### config.mk
export PLATFORM = sky130hd
export DESIGN_NAME = wb_regfile
export DESIGN_NICKNAME = d
export VERILOG_FILES = /design/src/rtl/wb_regfile_pkg.sv /design/src/rtl/wb_regfile_reg_array.sv /design/src/rtl/wb_regfile.sv
export SDC_FILE = /design/constraint.sdc
export NUM_CORES = 2
export LEC_CHECK = 0
export BUFFER_PORTS_ARGS = -buffer_cell sky130_fd_sc_hd__buf_2
export CORE_AREA = 2 2 337 339
export DETAILED_ROUTE_END_ITERATION = 10
export DIE_AREA = 0 0 339 341
export GPL_ROUTABILITY_DRIVEN = 0
export PLACE_DENSITY = 0.76
export SYNTH_ARGS = -nofsm -noshare
export SYNTH_HDL_FRONTEND = slang
export SYNTH_SLANG_ARGS = --single-unit
### constraint.sdc
create_clock -name clk -period 3.5 [get_ports clk]
set_input_delay 0.35 -clock clk [delete_from_list [all_inputs] [get_ports clk]]
set_output_delay 0.35 -clock clk [all_outputs]
set_load 0.02 [all_outputs]
### src/rtl/wb_regfile_pkg.sv
// Shared pipeline definitions: MEM/WB writeback control layout and datapath widths.
// Imported by the MEM/WB register, the forwarding unit and the writeback stage.
package wb_regfile_pkg;

  localparam int DATA_W_DEF = 32;
  localparam int ADDR_W_DEF = 5;

  // Bit positions inside the 2-bit control_wb field.
  localparam int WB_REGWRITE = 1;
  localparam int WB_MEMTOREG = 0;

endpackage : wb_regfile_pkg

### src/rtl/wb_regfile_reg_array.sv
// Architectural register storage: one synchronous write port, two raw
// combinational read ports, async active-low clear of every entry.
module wb_regfile_reg_array
  import wb_regfile_pkg::*;
#(
  parameter int DATA_W = DATA_W_DEF,
  parameter int ADDR_W = ADDR_W_DEF
) (
  input  logic              clk,
  input  logic              rst_n,
  input  logic              i_we,
  input  logic [ADDR_W-1:0] i_waddr,
  input  logic [DATA_W-1:0] i_wdata,
  input  logic [ADDR_W-1:0] i_raddr_a,
  input  logic [ADDR_W-1:0] i_raddr_b,
  output logic [DATA_W-1:0] o_rdata_a,
  output logic [DATA_W-1:0] o_rdata_b
);

  localparam int DEPTH = 2 ** ADDR_W;

  logic [DATA_W-1:0] r_mem [DEPTH];

  // NOTE: this array is deliberately reset; architectural state must read 0
  // after reset, so it maps to flops rather than a RAM macro.
  always_ff @(posedge clk or negedge rst_n) begin
    if (!rst_n) begin
      for (int i = 0; i < DEPTH; i++) r_mem[i] <= '0;
    end else if (i_we) begin
      r_mem[i_waddr] <= i_wdata;
    end
  end

  assign o_rdata_a = r_mem[i_raddr_a];
  assign o_rdata_b = r_mem[i_raddr_b];

endmodule : wb_regfile_reg_array

### src/rtl/wb_regfile.sv
// MIPS writeback stage: result select, register-file commit with write-before-read
// bypass on both decode ports, forwarding export and retire counter.
module wb_regfile
  import wb_regfile_pkg::*;
#(
  parameter int DATA_W = DATA_W_DEF,
  parameter int ADDR_W = ADDR_W_DEF,
  parameter int CNT_W  = 32
) (
  input  logic              clk,
  input  logic              reset,
  input  logic [1:0]        mem_control_wb,
  input  logic [DATA_W-1:0] read_data,
  input  logic [DATA_W-1:0] mem_ALU_result,
  input  logic [ADDR_W-1:0] mem_write_reg,
  input  logic [ADDR_W-1:0] rs_addr,
  input  logic [ADDR_W-1:0] rt_addr,
  output logic [DATA_W-1:0] rs_data,
  output logic [DATA_W-1:0] rt_data,
  output logic              wb_en,
  output logic [ADDR_W-1:0] wb_reg,
  output logic [DATA_W-1:0] wb_data,
  output logic [CNT_W-1:0]  retire_count
);

  logic              w_wb_en;
  logic [DATA_W-1:0] w_wb_data;
  logic [DATA_W-1:0] w_raw_rs;
  logic [DATA_W-1:0] w_raw_rt;
  logic [CNT_W-1:0]  r_retire_count;

  // Writes aimed at r0 are squashed here so neither the array nor the counter sees them.
  assign w_wb_data = mem_control_wb[WB_MEMTOREG] ? read_data : mem_ALU_result;
  assign w_wb_en   = mem_control_wb[WB_REGWRITE] && (mem_write_reg != '0);

  assign wb_en   = w_wb_en;
  assign wb_reg  = mem_write_reg;
  assign wb_data = w_wb_data;

  wb_regfile_reg_array #(
    .DATA_W (DATA_W),
    .ADDR_W (ADDR_W)
  ) u_reg_array (
    .clk       (clk),
    .rst_n     (reset),
    .i_we      (w_wb_en),
    .i_waddr   (mem_write_reg),
    .i_wdata   (w_wb_data),
    .i_raddr_a (rs_addr),
    .i_raddr_b (rt_addr),
    .o_rdata_a (w_raw_rs),
    .o_rdata_b (w_raw_rt)
  );

  function automatic logic [DATA_W-1:0] resolve_read(
    input logic [ADDR_W-1:0] addr,
    input logic [DATA_W-1:0] raw
  );
    if (addr == '0)                            return '0;
    else if (w_wb_en && mem_write_reg == addr) return w_wb_data;
    else                                       return raw;
  endfunction

  assign rs_data = resolve_read(rs_addr, w_raw_rs);
  assign rt_data = resolve_read(rt_addr, w_raw_rt);

  // NOTE: sequential state uses non-blocking assignments so every flop samples
  // pre-edge values regardless of process ordering.
  always_ff @(posedge clk or negedge reset) begin
    if (!reset) begin
      r_retire_count <= '0;
    end else if (w_wb_en) begin
      r_retire_count <= r_retire_count + CNT_W'(1);
    end
  end

  assign retire_count = r_retire_count;

endmodule : wb_regfile
# --- Yosys cells after proc, flatten, opt, wreduce, memory -nomap -nowiden ---
# Cells that the tools add are included.
totals:
  romBits: 0
  n_memories: 0
  regBits: 1056
  elab_cells: 64
  latchBits: 0
  mem_bits_rw: 0
classes:
  n_mux: 14
  n_shift: 0
  n_bitwise: 3
  n_reduce_logical: 7
  magnitude_cmp: 4
  mul: 0
  add_sub_neg: 1
  eq_ne: 2
  n_div: 0
ops:
  columns: ["operator", "n"]
  rows:
  - ["$bwmux W1024", 1]
  - ["$bmux W32 S5", 2]
  - ["$mux W32", 10]
  - ["$demux W32 S5", 1]
  - ["$add A32 B1 Y32 const B", 1]
  - ["$ge A6 B6 Y1 const B", 3]
  - ["$not A5 Y6", 3]
  - ["$eq A5 B5 Y1", 2]
  - ["$logic_not A5 Y1", 2]
  - ["$lt A6 B1 Y1 const B", 1]
  - ["$reduce_bool A5 Y1", 1]
  - ["$logic_and A1 B1 Y1", 4]

# --- Longest topological paths before layout ---
logic_depth:
  ltp_word: 6
  ltp_mapped: 11
  mapped_depth_nobuf: 6

# --- Modules after synthesis ---
# A second synthesis with hierarchy kept.
unflattened:
  hier_cells: 4997
  hier_area_um2: 59408.2
by_module_without_submodules:
  columns: ["module", "n_inst", "seq_area_each_um2", "cells_each", "area_each_um2"]
  rows:
  - ["wb_regfile_reg_array", 1, 25624.6, 4605, 56238.9]
  - ["wb_regfile", 1, 800.8, 392, 3169.3]

# --- Least setup slack after synthesis ---
# Ideal clock, no wire load.
synth_timing:
  path_type: "in2out"
  from: "input port mem_write_reg[0]"
  to: "output port rt_data[14]"
  path_buffers: 6
  path_stages: 10
  t_arrival_ns: 2.384
  slack_ns: 0.766
  cell_sequence: "buf_2 or2_1 buf_2 o21a_1 buf_4 and3_1 buf_2 buf_6 buf_2 a221oi_1"
synth_between:
  elab_chain_len: 5
synth_rtl:
  columns: ["element", "line", "source"]
  rows:
  - ["from (decl)", "wb_regfile.sv:15", "input logic [ADDR_W-1:0] mem_write_reg,"]
  - ["$reduce_bool A5 Y1", "wb_regfile.sv:34", "assign w_wb_en = mem_control_wb[WB_REGWRITE] && (mem_write_reg != '0);"]
  - ["$logic_and A1 B1 Y1", "wb_regfile.sv:34", null]
  - ["net wb_en", "wb_regfile.sv:20", "output logic wb_en,"]
  - ["$logic_and A1 B1 Y1", "wb_regfile.sv:60", "else if (w_wb_en && mem_write_reg == addr) return w_wb_data;"]
  - ["$mux W32", "wb_regfile.sv:60", null]
  - ["$mux W32", "wb_regfile.sv:59", "if (addr == '0) return '0;"]
  - ["to (decl)", "wb_regfile.sv:19", "output logic [DATA_W-1:0] rt_data,"]
# The timed path passes the listed nets, and every way through them passes these cells.

# --- Worst setup path in the final report ---
layout_timing:
  from: "input port rt_addr[3]"
  to: "output port rt_data[24]"
layout_between:
  elab_chain_len: 6
layout_rtl:
  columns: ["element", "line", "source"]
  rows:
  - ["from (decl)", "wb_regfile.sv:17", "input logic [ADDR_W-1:0] rt_addr,"]
  - ["$not A5 Y6 (implied by the code)", "wb_regfile_reg_array.sv:35", "assign o_rdata_b = r_mem[i_raddr_b];"]
  - ["$bmux W32 S5", "wb_regfile_reg_array.sv:35", null]
  - ["$mux W32 (implied by the code) (2 in series)", "wb_regfile_reg_array.sv:35", null]
  - ["$mux W32", "wb_regfile.sv:60", null]
  - ["$mux W32 (*)", "wb_regfile.sv:59", null]
# Every way passes the cells marked *; elsewhere a longest branch is shown, timed or not. The select of a mux whose other input is x is not followed.

==> results.txt <==
Syn_area_per_cell: 10.87 sq um
Post-synth EDFFs: 0
Synth Area in Adders: 0.02250%
Highest clock rate: 0.2764 GHz
Setup crit start kind: primary input
Combinational family with the most area after synthesis: multiplexers
Starting density of the core: 49.70%
Clock Sinks: 1056
Crit path cell chain: buf_2 -> clkinv_1 -> nor2_1 -> o21ai_0 -> a221oi_2 -> buf_2
Post-synth top flop: dfrtp_1
TritonRoute pass-1 iters: 8
Pwr per Cell Area: 603.0 nW/um^2
Syn Nets: 5201
Final Hold Vio Count: 0
Die H: 341 um
Layout Utilization: 56.29%
1st-iter DRT viols: 7274
Crit end category: output pin
Clock Latency Late Sink: 0.70 ns
Share of layout cells above drive strength 1: 22.54%
Top Ports: 217
WL/cell: 29.32 um
Max-slew violations: 0
Async SR Flop Fraction: 100.0%
Gr usage total: 33.99%
Vias in the first global route: 46.01k
Max incr delay on CP: 1.05 ns
Failing checks: negative setup slack
Cell mode on critical path: buf_2
Worst Path Required: 3.15 ns
Final setup vio count: 2
Arrival time worst endpoint: 3.27 ns
Status: complete, but fails checks
Xor/xnor share of the synthesized area: 0.6457%
Mux cell area share after synthesis: 22.87%
Critical path class: in -> out
Netlist Area Pre-Place: 55610 sq um
Final instance area: 62980 sq um
Initial antenna violation count: 9
Slew margin rel.: 18.95%
Synthesized flop and latch total: 1056
CTS H-tree depth: 3
Antenna-violating nets left: 0
Row count: 123
Core area: 111900 sq um
WL final: 197800 um
Worst-path clk slew: 0.06 ns
Post-Synth Simple-Gate Area: 9.510%
Final nets: 5238
Unrepaired setup endpoints after global routing: no
HP Class: in -> reg
Via/cell ratio: 6.914
Clk buf depth: 3
First-pass GRT wire length: 294500 um
CP max-delay cell: nor2_1
Chip width: 339 um
CTS tree: done
Worst-Margin Slew: 1.216 ns
Port buffer count: 216
DIE AREA: 115600 sq um
Max cap viols: 0
Total CTS buffers: 104
Gr ovfl total: 0
Leakage: 27.16 nW
Slack of the critical path: -0.1174 ns
Min Hold Slack: 0.02254 ns
Post-Syn Instances: 5117
Root Driver: clkbuf_16
Placed wire-length estimate: 117500 um
Worst vdd ir: 547.6 uV
Final period utilization: 103.4%
Final min period: 3.617 ns
Area Growth Syn to Fin: 13.25%
Setup_tns: -0.1695 ns
Final Skew: 0.007392 ns
# DRC: 0
Pwr Total: 37.98 mW
Placed Area: 59320 sq um
Seq/Total Area, Yosys: 47.52%
Max FO, Critical Path: 9
Syn. warnings: 0
Largest net degree at the start of global routing: 119
Via count: 46.64k
Compound-cell area share of the yosys netlist: 14.16%
Yosys cell types: 58
==> synthesized netlist by cell type, types with 29 or more instances <==
cell	n	area, sq um
mux2i_1	290	2903
dfrtp_1	1056	26430
o21ai_0	441	2207
mux4_2	422	9504
a22oi_1	32	240.2
a21oi_1	659	3298
nand3_1	41	205.2
buf_6	36	405.4
xnor2_1	29	254.0
nor2_1	660	2477
buf_2	66	330.3
nand2_1	495	1858
inv_1	35	131.4
a211oi_1	54	405.4
clkbuf_1	398	1494
a221oi_1	70	613.1
==> where the power goes <==
group          switching [mW]  total (mW)  internal (mW)
sequential               2.18        17.0           14.8
combinational            4.69        9.04           4.35
clock                    5.04        11.9           6.88
==> cell type report <==
type | instances | area, sq um
tap | 1500 | 1877
timing repair buffer | 485 | 3970
antenna | 6 | 15.01
fill | 9010 | 48900
inverter | 39 | 150.1
clock inverter | 35 | 466.7
clock buffer | 157 | 3153
multi-input combinational | 3468 | 26920
sequential | 1056 | 26430
==> registers in the layout, summed over array words and instances (netlist names) <==
name / cells
u_reg_array.r_mem: 1024
retire_count: 32
==> logic make-up after synthesis <==
kind of cell               after synthesis
xor gates and xnor gates                41
DFF                                   1056
muxes                                  725
and+or+nand+nor                       1313
adders and majority gates                1
buffers and inverters                  593
AOI/OAI and AO/OA                     1388
==> worst paths after layout <==
check | start | end | slack [ns] | cells after the start
setup / recovery | rt_addr[3] | rt_data[24] | -0.12 | 6
hold / removal | mem_ALU_result[4] | u_reg_array.r_mem[388] | 0.02 | 3
setup reg to reg | retire_count[4] | retire_count[20] | 1.29 | 6
hold reg to reg | u_reg_array.r_mem[1019] | u_reg_array.r_mem[1019] | 0.39 | 0
max in group asynchronous | reset | u_reg_array.r_mem[593] | 2.05 | 3
min in group asynchronous | reset | u_reg_array.r_mem[923] | 0.28 | 2
==> layout by cell type, fill, tap and decap left out, types with 64 or more instances in the layout <==
| cell type | count |
|---|---|
| clkbuf_16 | 105 |
| buf_4 | 208 |
| o21ai_0 | 441 |
| dfrtp_1 | 1056 |
| mux4_2 | 422 |
| buf_2 | 206 |
| a221oi_1 | 69 |
| buf_12 | 64 |
| a21oi_1 | 659 |
| nor2_1 | 643 |
| mux2i_1 | 258 |
| nand2_1 | 484 |
==> worst max-delay path: cells and delay by family <==
kind	cells	cell delay, ns
buf+inv	3	1.05
compound gates	2	0.82
simple gates	1	1.05
==> routing by layer <==
layer / share of wire, % / GRT usage, % / vias up
li1: - / - / 18680
met1: 35 / 44.24 / 23100
met2: 43 / 49.57 / 3959
met3: 15 / 12.54 / 882
met4: 6.4 / 18.51 / 16
met5: 0.083 / 0 / -
==> metrics by stage <==
step	setup WS, ns	std cells
after CTS	0.01629	6740
final	-0.1174	6746
after detailed placement	0.03138	6547
after global placement	-0.04618	6547
after floorplan	0.7661	5117
after global routing	0.001395	6740
==> timing repair <==
| item | in CTS | in global routing |
|---|---|---|
| hold endpoints to repair | 48 | 0 |
| setup endpoints to repair | 1 | 3 |
| hold buffers | 1 | 0 |
| gates resized for setup | 1 | 3 |
| setup buffers | 0 | 0 |
(Power assumes the default switching activity.)
